==> config.mk <==
export PLATFORM = sky130hd
export DESIGN_NAME = fetch_sequencer
export DESIGN_NICKNAME = d
export VERILOG_FILES = /design/src/rtl/fetch_pkg.sv /design/src/rtl/fetch_pc.sv /design/src/rtl/fetch_sequencer.sv
export SDC_FILE = /design/constraint.sdc
export NUM_CORES = 1
export LEC_CHECK = 0
export ABC_CLOCK_PERIOD_IN_PS = 3700
export BUFFER_PORTS_ARGS = -buffer_cell sky130_fd_sc_hd__buf_2
export CAP_MARGIN = 20
export CORE_MARGIN = 4
export CORE_UTILIZATION = 51
export DETAILED_ROUTE_END_ITERATION = 8
export GPL_TIMING_DRIVEN = 0
export MAX_ROUTING_LAYER = met4
export PLACE_DENSITY_LB_ADDON = 0.15
export SLEW_MARGIN = 20
export SYNTH_ARGS = -nofsm -noshare
export SYNTH_HDL_FRONTEND = slang
export SYNTH_SLANG_ARGS = --single-unit
export TNS_END_PERCENT = 100
==> constraint.sdc <==
create_clock -name clk -period 3.7 [get_ports clk]
set_clock_uncertainty 0.15 [all_clocks]
set_input_delay 0.37 -clock clk [delete_from_list [all_inputs] [get_ports clk]]
set_output_delay 0.37 -clock clk [all_outputs]
set_load 0.1 [all_outputs]
==> src/rtl/fetch_pkg.sv <==
// Shared definitions for the Thumb fetch sequencer slice.
//   THUMB_INSTR_W : width of one Thumb instruction (16)
//   PC_STEP       : sequential pc increment in bytes (2)
//   fetch_state_t : sequencer FSM states
package fetch_pkg;

  localparam int unsigned THUMB_INSTR_W = 16;
  localparam logic [31:0] PC_STEP       = 32'd2;

  typedef enum logic [2:0] {
    IDLE,
    FETCH,
    DECODE,
    EXEC,
    HALT
  } fetch_state_t;

endpackage

==> src/rtl/fetch_pc.sv <==
// Program counter register with next-pc selection.
//   clk, rst  : clock, asynchronous active-high reset (loads RESET_PC)
//   step      : advance the pc this cycle
//   redirect  : when stepping, take target (bit 0 cleared) instead of pc+2
//   target    : redirect address
//   pc        : current program counter
module fetch_pc
  import fetch_pkg::*;
#(
  parameter logic [31:0] RESET_PC = 32'h0000_0000
) (
  input  logic        clk,
  input  logic        rst,
  input  logic        step,
  input  logic        redirect,
  input  logic [31:0] target,
  output logic [31:0] pc
);

  always_ff @(posedge clk or posedge rst) begin
    if (rst) begin
      pc <= RESET_PC;
    end else if (step) begin
      // Halfword-aligned redirect; the sequential add wraps modulo 2^32.
      if (redirect) pc <= {target[31:1], 1'b0};
      else          pc <= pc + PC_STEP;
    end
  end

endmodule

==> src/rtl/fetch_sequencer.sv <==
// Thumb instruction fetch sequencer: IDLE -> FETCH -> DECODE -> EXEC loop.
// Optional macro FETCH_HALT_ON_ILLEGAL_EN: an illegal instruction parks the
// sequencer in HALT with pc at the offending instruction; otherwise illegal
// instructions are skipped and halted is tied low.
//   clk, rst       : clock, asynchronous active-high reset
//   imem_req/addr  : instruction read request (FETCH only), address = pc
//   imem_ack/data  : read completion and returned instruction
//   instr          : instruction register to the decoder
//   instr_valid    : one-cycle strobe in DECODE
//   illegal        : decoder illegal flag, used in EXEC
//   exec_done      : datapath finished the current instruction
//   branch_taken   : redirect request, qualified by exec_done
//   branch_target  : redirect address
//   pc             : address of the instruction held in instr
//   halted         : high while in HALT
module fetch_sequencer
  import fetch_pkg::*;
#(
  parameter logic [31:0] RESET_PC = 32'h0000_0000
) (
  input  logic                     clk,
  input  logic                     rst,
  output logic                     imem_req,
  output logic [31:0]              imem_addr,
  input  logic                     imem_ack,
  input  logic [THUMB_INSTR_W-1:0] imem_data,
  output logic [THUMB_INSTR_W-1:0] instr,
  output logic                     instr_valid,
  input  logic                     illegal,
  input  logic                     exec_done,
  input  logic                     branch_taken,
  input  logic [31:0]              branch_target,
  output logic [31:0]              pc,
  output logic                     halted
);

  fetch_state_t state;
  logic         exec_fire;
  logic         pc_step;
  logic         pc_redirect;

  // EXEC completes on either exec_done or illegal; illegal wins over a branch.
  always_comb begin
    exec_fire   = (state == EXEC) && (exec_done || illegal);
`ifdef FETCH_HALT_ON_ILLEGAL_EN
    pc_step     = exec_fire && !illegal;
`else
    pc_step     = exec_fire;
`endif
    pc_redirect = exec_done && branch_taken && !illegal;
  end

  fetch_pc #(
    .RESET_PC (RESET_PC)
  ) u_pc (
    .clk      (clk),
    .rst      (rst),
    .step     (pc_step),
    .redirect (pc_redirect),
    .target   (branch_target),
    .pc       (pc)
  );

  assign imem_addr = pc;

  always_ff @(posedge clk or posedge rst) begin
    if (rst) begin
      state       <= IDLE;
      instr       <= '0;
      imem_req    <= 1'b0;
      instr_valid <= 1'b0;
`ifdef FETCH_HALT_ON_ILLEGAL_EN
      halted      <= 1'b0;
`endif
    end else begin
      case (state)
        IDLE: begin
          state    <= FETCH;
          imem_req <= 1'b1;
        end
        FETCH: begin
          if (imem_ack) begin
            instr       <= imem_data;
            state       <= DECODE;
            imem_req    <= 1'b0;
            instr_valid <= 1'b1;
          end
        end
        DECODE: begin
          state       <= EXEC;
          instr_valid <= 1'b0;
        end
        EXEC: begin
`ifdef FETCH_HALT_ON_ILLEGAL_EN
          if (illegal) begin
            state  <= HALT;
            halted <= 1'b1;
          end else if (exec_done) begin
            state    <= FETCH;
            imem_req <= 1'b1;
          end
`else
          if (exec_done || illegal) begin
            state    <= FETCH;
            imem_req <= 1'b1;
          end
`endif
        end
        HALT: begin
          state <= HALT;
        end
        default: begin
          state <= IDLE;
        end
      endcase
    end
  end

`ifndef FETCH_HALT_ON_ILLEGAL_EN
  assign halted = 1'b0;
`endif

endmodule

Word-level counts from Yosys, hierarchy flattened
Cells that the tools add are included.
Word-level totals
  logic and storage cells: 33
  register bits: 53
Operators by class
  add/sub/neg operators: 1
  reduce and logical (&&, ||, !) cells: 12
  equal/unequal tests: 6
  mux-type cells: 9
Operators with widths (number)
  $add 32x2->32 const B: 1
  $mux 32: 1
  $pmux 3 s5: 1
  $eq 3x2->1 const B: 2
  $mux 3: 2
  $reduce_and 2->1: 3
  $eq 3x1->1 const B: 1
  $eq 3x3->1 const B: 1
  $logic_and 1x1->1: 3
  $logic_not 3->1: 1
  $mux 1: 3
  $pmux 1 s3: 1
  $reduce_and 3->1: 1
  $reduce_bool 3->1: 1
  $ne 2x1->1 const B: 1
  $ne 2x2->1 const B: 1
  $pmux 1 s2: 1
  $reduce_bool 2->1: 1
  $logic_not 1->1: 1
  $logic_or 1x1->1: 1

Depth between registers and ports, before layout
Gate-level depths: netlist of run 1.
  depth after elaboration: 3
  gate-level depth with buffers: 8
  mapped depth without buffers: 6

Cells and area by module
Synthesis of run 1 repeated with hierarchy kept, for this count alone.
Unflattened totals
  cells, all modules: 338
  area, all modules: 3151.8 um^2
Modules (own cells, without submodules)
  fetch_pc: area each 2014.4 um^2, times used 1, cells each 246
  fetch_sequencer: area each 1137.3 um^2, times used 1, cells each 92

Worst setup path after synthesis of run 1
Ideal clock, no wire load.
  kind: reg2reg
  start point: register u_pc.pc[1]
  end point: register u_pc.pc[31]
  stages on the path, launching flop included: 7
  library setup time: 72 ps
  data required time: 3478 ps
  slack: 984 ps
  buffers on the path: 0
  data arrival time: 2494 ps
  cells stage by stage: dfrtp_1 > ha_1 > nand3_1 > nor4_4 > nand3_2 > or4_1 > nand4_1
On the way
  cells in the longest elaborated chain, start to end: 2
RTL lines
  start: declaration: line fetch_pc.sv:17  | output logic [31:0] pc
  start signal: assignment: line fetch_pc.sv:25  | if (redirect) pc <= {target[31:1], 1'b0};
  start signal: assignment: line fetch_pc.sv:26  | else pc <= pc + PC_STEP;
  $add 32x2->32: line fetch_pc.sv:26
  $mux 32: line fetch_pc.sv:25
Every way passes these cells.
A chain may end at the register's enable or synchronous reset.

Worst setup path in the final report of run 1
Ends and elaborated chain as after synthesis.

==> results of run 1 <==
logic make-up (layout without fill, tap and decap cells):
| family | after synthesis | in the layout | synth area share [%] |
|---|---|---|---|
| flip-flops | 52 | 52 | 41.9 |
| AO/OA/AOI/OAI | 97 | 97 | 19.1 |
| buffers and inverters | 57 | 197 | 12.5 |
| AND/OR/NAND/NOR | 117 | 117 | 19.9 |
| multiplexers | 17 | 17 | 6.13 |
| adder cells (fa/ha/maj) | 1 | 1 | 0.403 |
| other | 1 | 3 | 0.121 |
stage by stage:
stage / worst slack, ps / utilization [%] / cells / instance area [um^2]
floorplan: 984 / - / 344 / 3110
global placement: 1190 / 65.3 / 551 / 3870
detailed placement: 1440 / 65.3 / 551 / 3870
global route: 1220 / 67.4 / 559 / 3990
finish: 1430 / 67.4 / 559 / 3990
CTS: 1410 / 67.4 / 559 / 3990
state kept, by name, indices dropped and copies added (netlist names):
register,count
u_pc.pc,31
instr,16
state,3
imem_req,1
instr_valid,1
final timing paths:
path / startpoint / end / slack (ps) / cells after the start
worst max-delay path: u_pc.pc[1]$_DFFE_PP0P_ / u_pc.pc[31]$_DFFE_PP0P_ / 1430 / 6
worst min-delay path: rst / instr[3]$_DFFE_PP0P_ / 2 / 2
worst max register to register: u_pc.pc[1]$_DFFE_PP0P_ / u_pc.pc[31]$_DFFE_PP0P_ / 1430 / 6
worst min register to register: instr[14]$_DFFE_PP0P_ / instr[14]$_DFFE_PP0P_ / 360 / 1
max in group asynchronous: rst / imem_req$_DFFE_PP0P_ / 2950 / 2
min in group clk: imem_ack / state[0]$_DFFE_PP0P_ / 130 / 2
placed cells by master (no fill, tap or decap), types with 4 or more instances in the layout:
cell	synthesis	layout
clkbuf_1	9	9
nor3_1	6	6
nor2_1	21	21
o22ai_1	10	10
buf_2	5	137
a21oi_1	33	33
mux2_2	16	16
clkbuf_8	2	8
and3_1	10	10
a2bb2oi_1	9	9
o21ai_0	26	26
buf_4	35	35
nand3_1	22	22
nand2_1	32	32
dfrtp_1	52	52
o21a_1	4	4
worst max-delay path, cell delays in order (launching register included):
cell	delay, ps
dfrtp_1	450
ha_1	210
nand3_1	240
nor4_4	350
nand3_2	200
or4_1	500
nand4_1	100
metal layers:
metal	up-vias	global-route usage [%]	part of all wire, %
met4	0	6.04	1.2
li1	1482	-	-
met3	13	5.28	9.4
met1	1465	29.9	39
met2	173	41.8	50
met5	-	-	0
area by class of cell:
type	instances	area [um^2]	share of cell area, %
Buffer	55	379	9.50
Clock inverter	2	38.8	0.972
Multi-Input combinational cell	235	1420	35.7
Clock buffer	6	82.6	2.07
Tap cell	75	93.8	2.35
Timing Repair Buffer	132	661	16.6
Inverter	2	10.0	0.251
Sequential cell	52	1300	32.6
==> impl_metrics.yaml, run 1 <==
run_status:
  run_status: "finished, final reports clean"
cts:
  cts_hold_buf: 0
  h-tree-depth: 2
  cts.clk_slew.worst_paths_ps: 100
  root_buffer: "clkbuf_8"
  clock_latency_ps: 310
  cts_tree: "yes"
  post_cts_buffers: 0
  cts_buffers: 5
  cts_sinks: 52
  cts_resized: 0
  clockBufferDepth: 2
yosys:
  netlist_instances: 342
  ys_top_cells_by_count: "dfrtp_1 (52), buf_4 (35), a21oi_1 (33)"
  yosys.area.top_type: "dfrtp_1"
  syn_avg_cell_area_um2: 9.08
  synth.distinct_cells: 50
  ys_seq_area_share_pct: 41.9
  async_flop_share_pct: 100
  synth.ff_latch_count: 52
  synth_edf_count: 0
  synth_area_mm2: 0.00310
  yosysMostFrequentCell: "dfrtp_1"
  synth_area_leaders: "dfrtp_1 (42%), buf_4 (8.5%), mux2_2 (5.8%)"
  yosys_warnings: 0
  synth_top_area_share_pct: 41.9
  synthFlopType: "dfrtp_1"
drt:
  drt_iter0_drc: 174
  drc: 0
  wire_per_inst_um: 15.7
  drtAntennaViolNets: 0
  first_pass_iters: 5
  drt-total-wl_um: 8790
  via_per_inst: 5.60
  num_vias: 3133
flow_run:
  max-cap-violations: 0
global_route:
  grt_util_all_layers_pct: 24.7
  grt_pass1_wl_um: 14200
  antenna_found_initial: 0
  grt-ovfl-total: 0
  grt_pass1_vias: 3030
  grt_max_degree: 53
setup_path:
  critPathLaunchType: "flop"
  critPathArrivalTime_ps: 2370
  critPathKind: "reg -> reg"
  cp.required_ps: 3800
  worstSetupEndpointType: "flop"
  worstPathMaxFanout: 6
die:
  coreArea_mm2: 0.00592
  num_rows: 28
  die_area_mm2: 0.00740
  boundaryPins: 137
  start_util_pct: 52.4
  fp.dieH_um: 86.0
  fp.dieW_um: 86.0
cells_and_area:
  fin_nets: 538
  antenna_cells: 0
  layout-drive-gt1-share_pct: 43.8
  fill_cells: 509
  area_delta_synth_final_pct: 28.5
timing:
  holdWs_ps: 2.08
  setup-tns-final_ps: 0
  final.min_clock_period_ps: 2270
  maxSlewViolCount: 0
  setup_viol: 0
  slew_headroom_pct: 55.9
  tightest_slew_ps: 655
  fmax_ghz: 0.440
  rsz0062_at_grt: "false"
  timing_hold_violations_final: 0
  timing.final.crit_share_pct: 61.4
place:
  dpl.hpwl_um: 6500
  gp_congestion: 0.835
  numPortBuffers: 132
worst_hold_path:
  min_path_type: "in -> async"
Power of run 1 is not shown: default switching activity piles up to over one toggle a cycle in this logic, so the estimate is an artifact.
==> run 2, diff against run 1 <==
- ABC_CLOCK_PERIOD_IN_PS: 3700 -> 1800
- CORE_UTILIZATION: 51 -> 43
- clock period: 3.7 -> 1.8 ns (I/O delays scaled with it)
==> impl_metrics.yaml, run 2 (synthesis gave the netlist of run 1 again) <==
drt:
  drc: 0
  first_pass_iters: 4
  drt_iter0_drc: 207
  wire_per_inst_um: 16.3
  via_per_inst: 5.28
  drt-total-wl_um: 10500
  drtAntennaViolNets: 0
  num_vias: 3403
cts:
  cts_tree: "yes"
  root_buffer: "clkbuf_8"
  clockBufferDepth: 2
  cts_sinks: 52
  cts_buffers: 5
  h-tree-depth: 2
  cts.clk_slew.worst_paths_ps: 100
  clock_latency_ps: 320
place:
  numPortBuffers: 132
  place_area_mm2: 0.00401
  dpl.hpwl_um: 6680
  gp_congestion: 0.923
setup_path:
  crit_chain: "buf_6, and4_4, buf_4, buf_6, nand3_4, or3_1, o21ai_1, a21oi_1"
  rr_worst_depth: 8
  cp.required_ps: 1860
  critPathLaunchType: "flop"
  regToRegSetupSlack_ps: -100
  critPathSlowestCell: "dfrtp_2"
  r2r_end: "u_pc.pc[12]$_DFFE_PP0P_"
  critPathKind: "reg -> reg"
  critPathArrivalTime_ps: 1960
  worstPathMaxFanout: 4
  regToRegStartpoint: "u_pc.pc[1]$_DFFE_PP0P_"
  worst-path-buf-inv: 3
  worstSetupEndpointType: "flop"
  slowest_delay_ps: 430
  cpMostUsedCell: "buf_6"
  cp_top_family: "simple AND/OR/NAND/NOR gates"
timing:
  setup_viol: 12
  slew_headroom_pct: 50.1
  fmax_ghz: 0.525
  setup_ws_ps: -104
  maxSlewViolCount: 0
  timing.final.crit_share_pct: 106
  tightest_slew_ps: 749
  timing_hold_violations_final: 0
  final.min_clock_period_ps: 1900
  holdWs_ps: 24.4
  rsz0062_at_grt: "true"
die:
  start_util_pct: 44.9
  num_rows: 30
  fp.dieW_um: 93.0
  die_area_mm2: 0.00864
  fp.dieH_um: 93.0
  boundaryPins: 137
  coreArea_mm2: 0.00691
cells_and_area:
  fin_area_mm2: 0.00492
  final_common_cell: "buf_2"
  largest_reg_flops: 31
  area_delta_synth_final_pct: 58.5
  layout-drive-gt1-share_pct: 60.6
  fin_nets: 602
  antenna_cells: 0
  fin_util_pct: 71.2
  largest-register: "u_pc.pc"
  final_cell_mix: "buf_2 (134), buf_4 (76), nand2_1 (30)"
  top_regs: "u_pc.pc x31, instr x16, state x3"
  fill_cells: 570
worst_hold_path:
  hp-start: "branch_target[14]"
  whs_endpoint: "u_pc.pc[14]$_DFFE_PP0P_"
  min_path_cells: 3
  min_path_type: "in -> reg"
flow_run:
  max-cap-violations: 0
global_route:
  grt_max_degree: 53
  grt_pass1_vias: 3194
  antenna_found_initial: 0
  grt_pass1_wl_um: 15600
  grt_util_all_layers_pct: 23.2
  grt-ovfl-total: 0
run_status:
  violations: "negative setup slack"
  run_status: "finished with violations"
## run 2: cell count changes in the layout (fill, tap and decap cells not counted), sizes merged
cell         delta
dlygate4sd3    +21
clkbuf          -3
clkinvlp        +1
buf            +45
clkinv          -1
inv             +1
## run 2: worst max path at each step
stage                                 start                 endpoint  cells after the start
CTS                  u_pc.pc[1]$_DFFE_PP0P_  u_pc.pc[31]$_DFFE_PP0P_                      6
global route        u_pc.pc[13]$_DFFE_PP0P_  u_pc.pc[31]$_DFFE_PP0P_                      5
global placement                        rst  u_pc.pc[18]$_DFFE_PP0P_                      2
finish               u_pc.pc[1]$_DFFE_PP0P_  u_pc.pc[12]$_DFFE_PP0P_                      8
detailed placement     state[1]$_DFFE_PP0P_   u_pc.pc[5]$_DFFE_PP0P_                      7
floorplan           u_pc.pc[26]$_DFFE_PP0P_  u_pc.pc[31]$_DFFE_PP0P_                      5
## run 2: timing repair
action / 4_1_cts / 5_1_grt
resized for setup: 30 / 42
hold buffers: 21 / 0
cloned: 1 / 0
pin swaps: 15 / 16
buffers inserted: 13 / 31
endpoints found under the setup margin: 41 / 30
hold endpoints to repair: 73 / 0
## run 2: area by class of cell
| type | count | area (um^2) | share of cell area, % |
|---|---|---|---|
| buffer | 53 | 398 | 8.09 |
| tap | 96 | 120 | 2.44 |
| clock inverter | 3 | 46.3 | 0.941 |
| inverter | 2 | 10.0 | 0.203 |
| multi-input combinational | 235 | 1700 | 34.6 |
| sequential | 52 | 1340 | 27.1 |
| timing repair buffer | 198 | 1240 | 25.2 |
| clock buffer | 5 | 68.8 | 1.40 |
## run 2: worst register-to-register path: stages, from the launching register on
cell and delay [ps]:
dfrtp_2 430, buf_6 110, and4_4 230, buf_4 110, buf_6 110, nand3_4 70, or3_1 370, o21ai_1 120
a21oi_1 90
## run 2: metrics by stage
| step | worst slack (ps) | setup TNS [ps] | instances |
|---|---|---|---|
| after floorplan | -457 | -5730 | 344 |
| after global placement | -715 | -41820 | 572 |
| after detailed placement | -458 | -11150 | 572 |
| after CTS | -150 | -1350 | 614 |
| after global routing | -165 | -1460 | 644 |
| final | -104 | -682 | 644 |
## run 2: routing by layer
metal  vias to the layer above  global-route usage, %  part of all wire (%)
met5                         -                      -                     0
met3                        17                   3.17                   6.8
li1                       1609                      -                     -
met4                         0                   6.35                   1.5
met1                      1609                   29.1                    41
met2                       168                   39.5                    50
Power of run 2 is left out for the same reason.
==> run 3, diff against run 2 <==
- CTS_BUF_LIST: unset -> sky130_fd_sc_hd__clkbuf_16
==> impl_metrics.yaml, run 3 (synthesis gave the netlist of run 1 again) <==
run_status:
  run_status: "finished with violations"
  violations: "negative setup slack"
die:
  fp.dieH_um: 93.0
  die_area_mm2: 0.00864
  fp.dieW_um: 93.0
  start_util_pct: 44.9
  coreArea_mm2: 0.00691
  num_rows: 30
  boundaryPins: 137
drt:
  drt_iter0_drc: 238
  via_per_inst: 5.35
  first_pass_iters: 5
  wire_per_inst_um: 16.3
  num_vias: 3396
  drc: 0
  drt-total-wl_um: 10300
  drtAntennaViolNets: 0
cells_and_area:
  fill_cells: 601
  antenna_cells: 0
  fin_cells: 635
  fin_nets: 593
  top_regs: "u_pc.pc x31, instr x16, state x3"
  largest-register: "u_pc.pc"
  largest_reg_flops: 31
  final_cell_mix: "buf_2 (132), buf_4 (73), nand2_1 (30)"
  final_common_cell: "buf_2"
  layout-drive-gt1-share_pct: 57.3
  final-seq-area_mm2: 0.00134
  fin_area_mm2: 0.00480
  area_delta_synth_final_pct: 54.7
  multi_input_area_mm2: 0.00162
cts:
  clock_latency_ps: 300
  cts.clk_slew.worst_paths_ps: 80
  h-tree-depth: 2
  cts_sinks: 52
  cts_tree: "yes"
  cts_buffers: 5
  clockBufferDepth: 2
  root_buffer: "clkbuf_16"
worst_hold_path:
  whs_endpoint: "u_pc.pc[3]$_DFFE_PP0P_"
  hp-start: "branch_target[3]"
  min_path_cells: 3
  min_path_type: "in -> reg"
setup_path:
  crit_chain: "nand4_4, nor4_4, nand3_2, or4_1, nand4_1"
  cp.required_ps: 1890
  critPathLaunchType: "flop"
  slowest_delay_ps: 470
  worstPathMaxFanout: 4
  critPathArrivalTime_ps: 1920
  regToRegSetupSlack_ps: -40
  rr_worst_depth: 5
  regToRegStartpoint: "u_pc.pc[13]$_DFFE_PP0P_"
  worstSetupEndpointType: "flop"
  r2r_end: "u_pc.pc[31]$_DFFE_PP0P_"
  critPathKind: "reg -> reg"
  critPathSlowestCell: "or4_1"
place:
  numPortBuffers: 132
  place_area_mm2: 0.00401
  gp_congestion: 0.923
  dpl.hpwl_um: 6680
  dp_cells: 572
timing:
  rsz0062_at_grt: "true"
  setup_ws_ps: -35.9
  maxSlewViolCount: 0
  fmax_ghz: 0.545
  tightest_slew_ps: 712
  setup_viol: 2
  slew_headroom_pct: 52.0
  holdWs_ps: 14.8
  timing.final.crit_share_pct: 102
  timing_hold_violations_final: 0
  final.min_clock_period_ps: 1840
flow_run:
  max-cap-violations: 0
global_route:
  grt_pass1_vias: 3137
  grt_pass1_wl_um: 15500
  antenna_found_initial: 0
  grt-ovfl-total: 0
  grt_util_all_layers_pct: 23.1
  grt_max_degree: 53
==> run 3: worst max-delay path by stage <==
stage                                          to  slack [ps]                     from
after floorplan           u_pc.pc[31]$_DFFE_PP0P_        -460  u_pc.pc[26]$_DFFE_PP0P_
final                     u_pc.pc[31]$_DFFE_PP0P_         -40  u_pc.pc[13]$_DFFE_PP0P_
after global routing      u_pc.pc[31]$_DFFE_PP0P_        -140  u_pc.pc[13]$_DFFE_PP0P_
after CTS                 u_pc.pc[31]$_DFFE_PP0P_        -140   u_pc.pc[1]$_DFFE_PP0P_
after detailed placement   u_pc.pc[5]$_DFFE_PP0P_        -460     state[1]$_DFFE_PP0P_
after global placement    u_pc.pc[18]$_DFFE_PP0P_        -710                      rst
==> run 3: through the flow <==
stage	setup TNS, ps	worst slack (ps)	util [%]
after floorplan	-5730	-457	-
after global placement	-41820	-715	58.0
after detailed placement	-11150	-458	58.1
after CTS	-483	-137	66.4
after global routing	-608	-136	69.5
final	-56.2	-35.9	69.5
==> run 3: critical path, delay by kind of cell (launching register included) <==
family | cells | cell delay [ps]
DFF | 1 | 420
and+or+nand+nor | 5 | 1200
==> run 3: repair_timing <==
action                                  4_1_cts  5_1_grt
endpoints found under the setup margin       41       40
gates resized for setup                      27       21
setup buffers                                15       21
pin swaps                                    15       13
hold endpoints to repair                     71        0
hold buffers                                 20        0
cloned                                        1        0
==> run 3: area by class of cell <==
type	count	area share [%]
repair buffers	189	24.0
clock inverters	3	0.964
inverters	2	0.208
plain buffers	53	8.26
flip-flops and latches	52	27.8
multi-input cells	235	33.6
clock buffers	5	2.61
well taps	96	2.50
==> run 3: routing by layer <==
layer  global-route usage [%]  share of wire, %
met1                     29.4                41
met2                     39.1                49
met3                     3.57               8.3
met4                     5.25               1.4
met5                        -                 0
Power of run 3 is left out for the same reason.
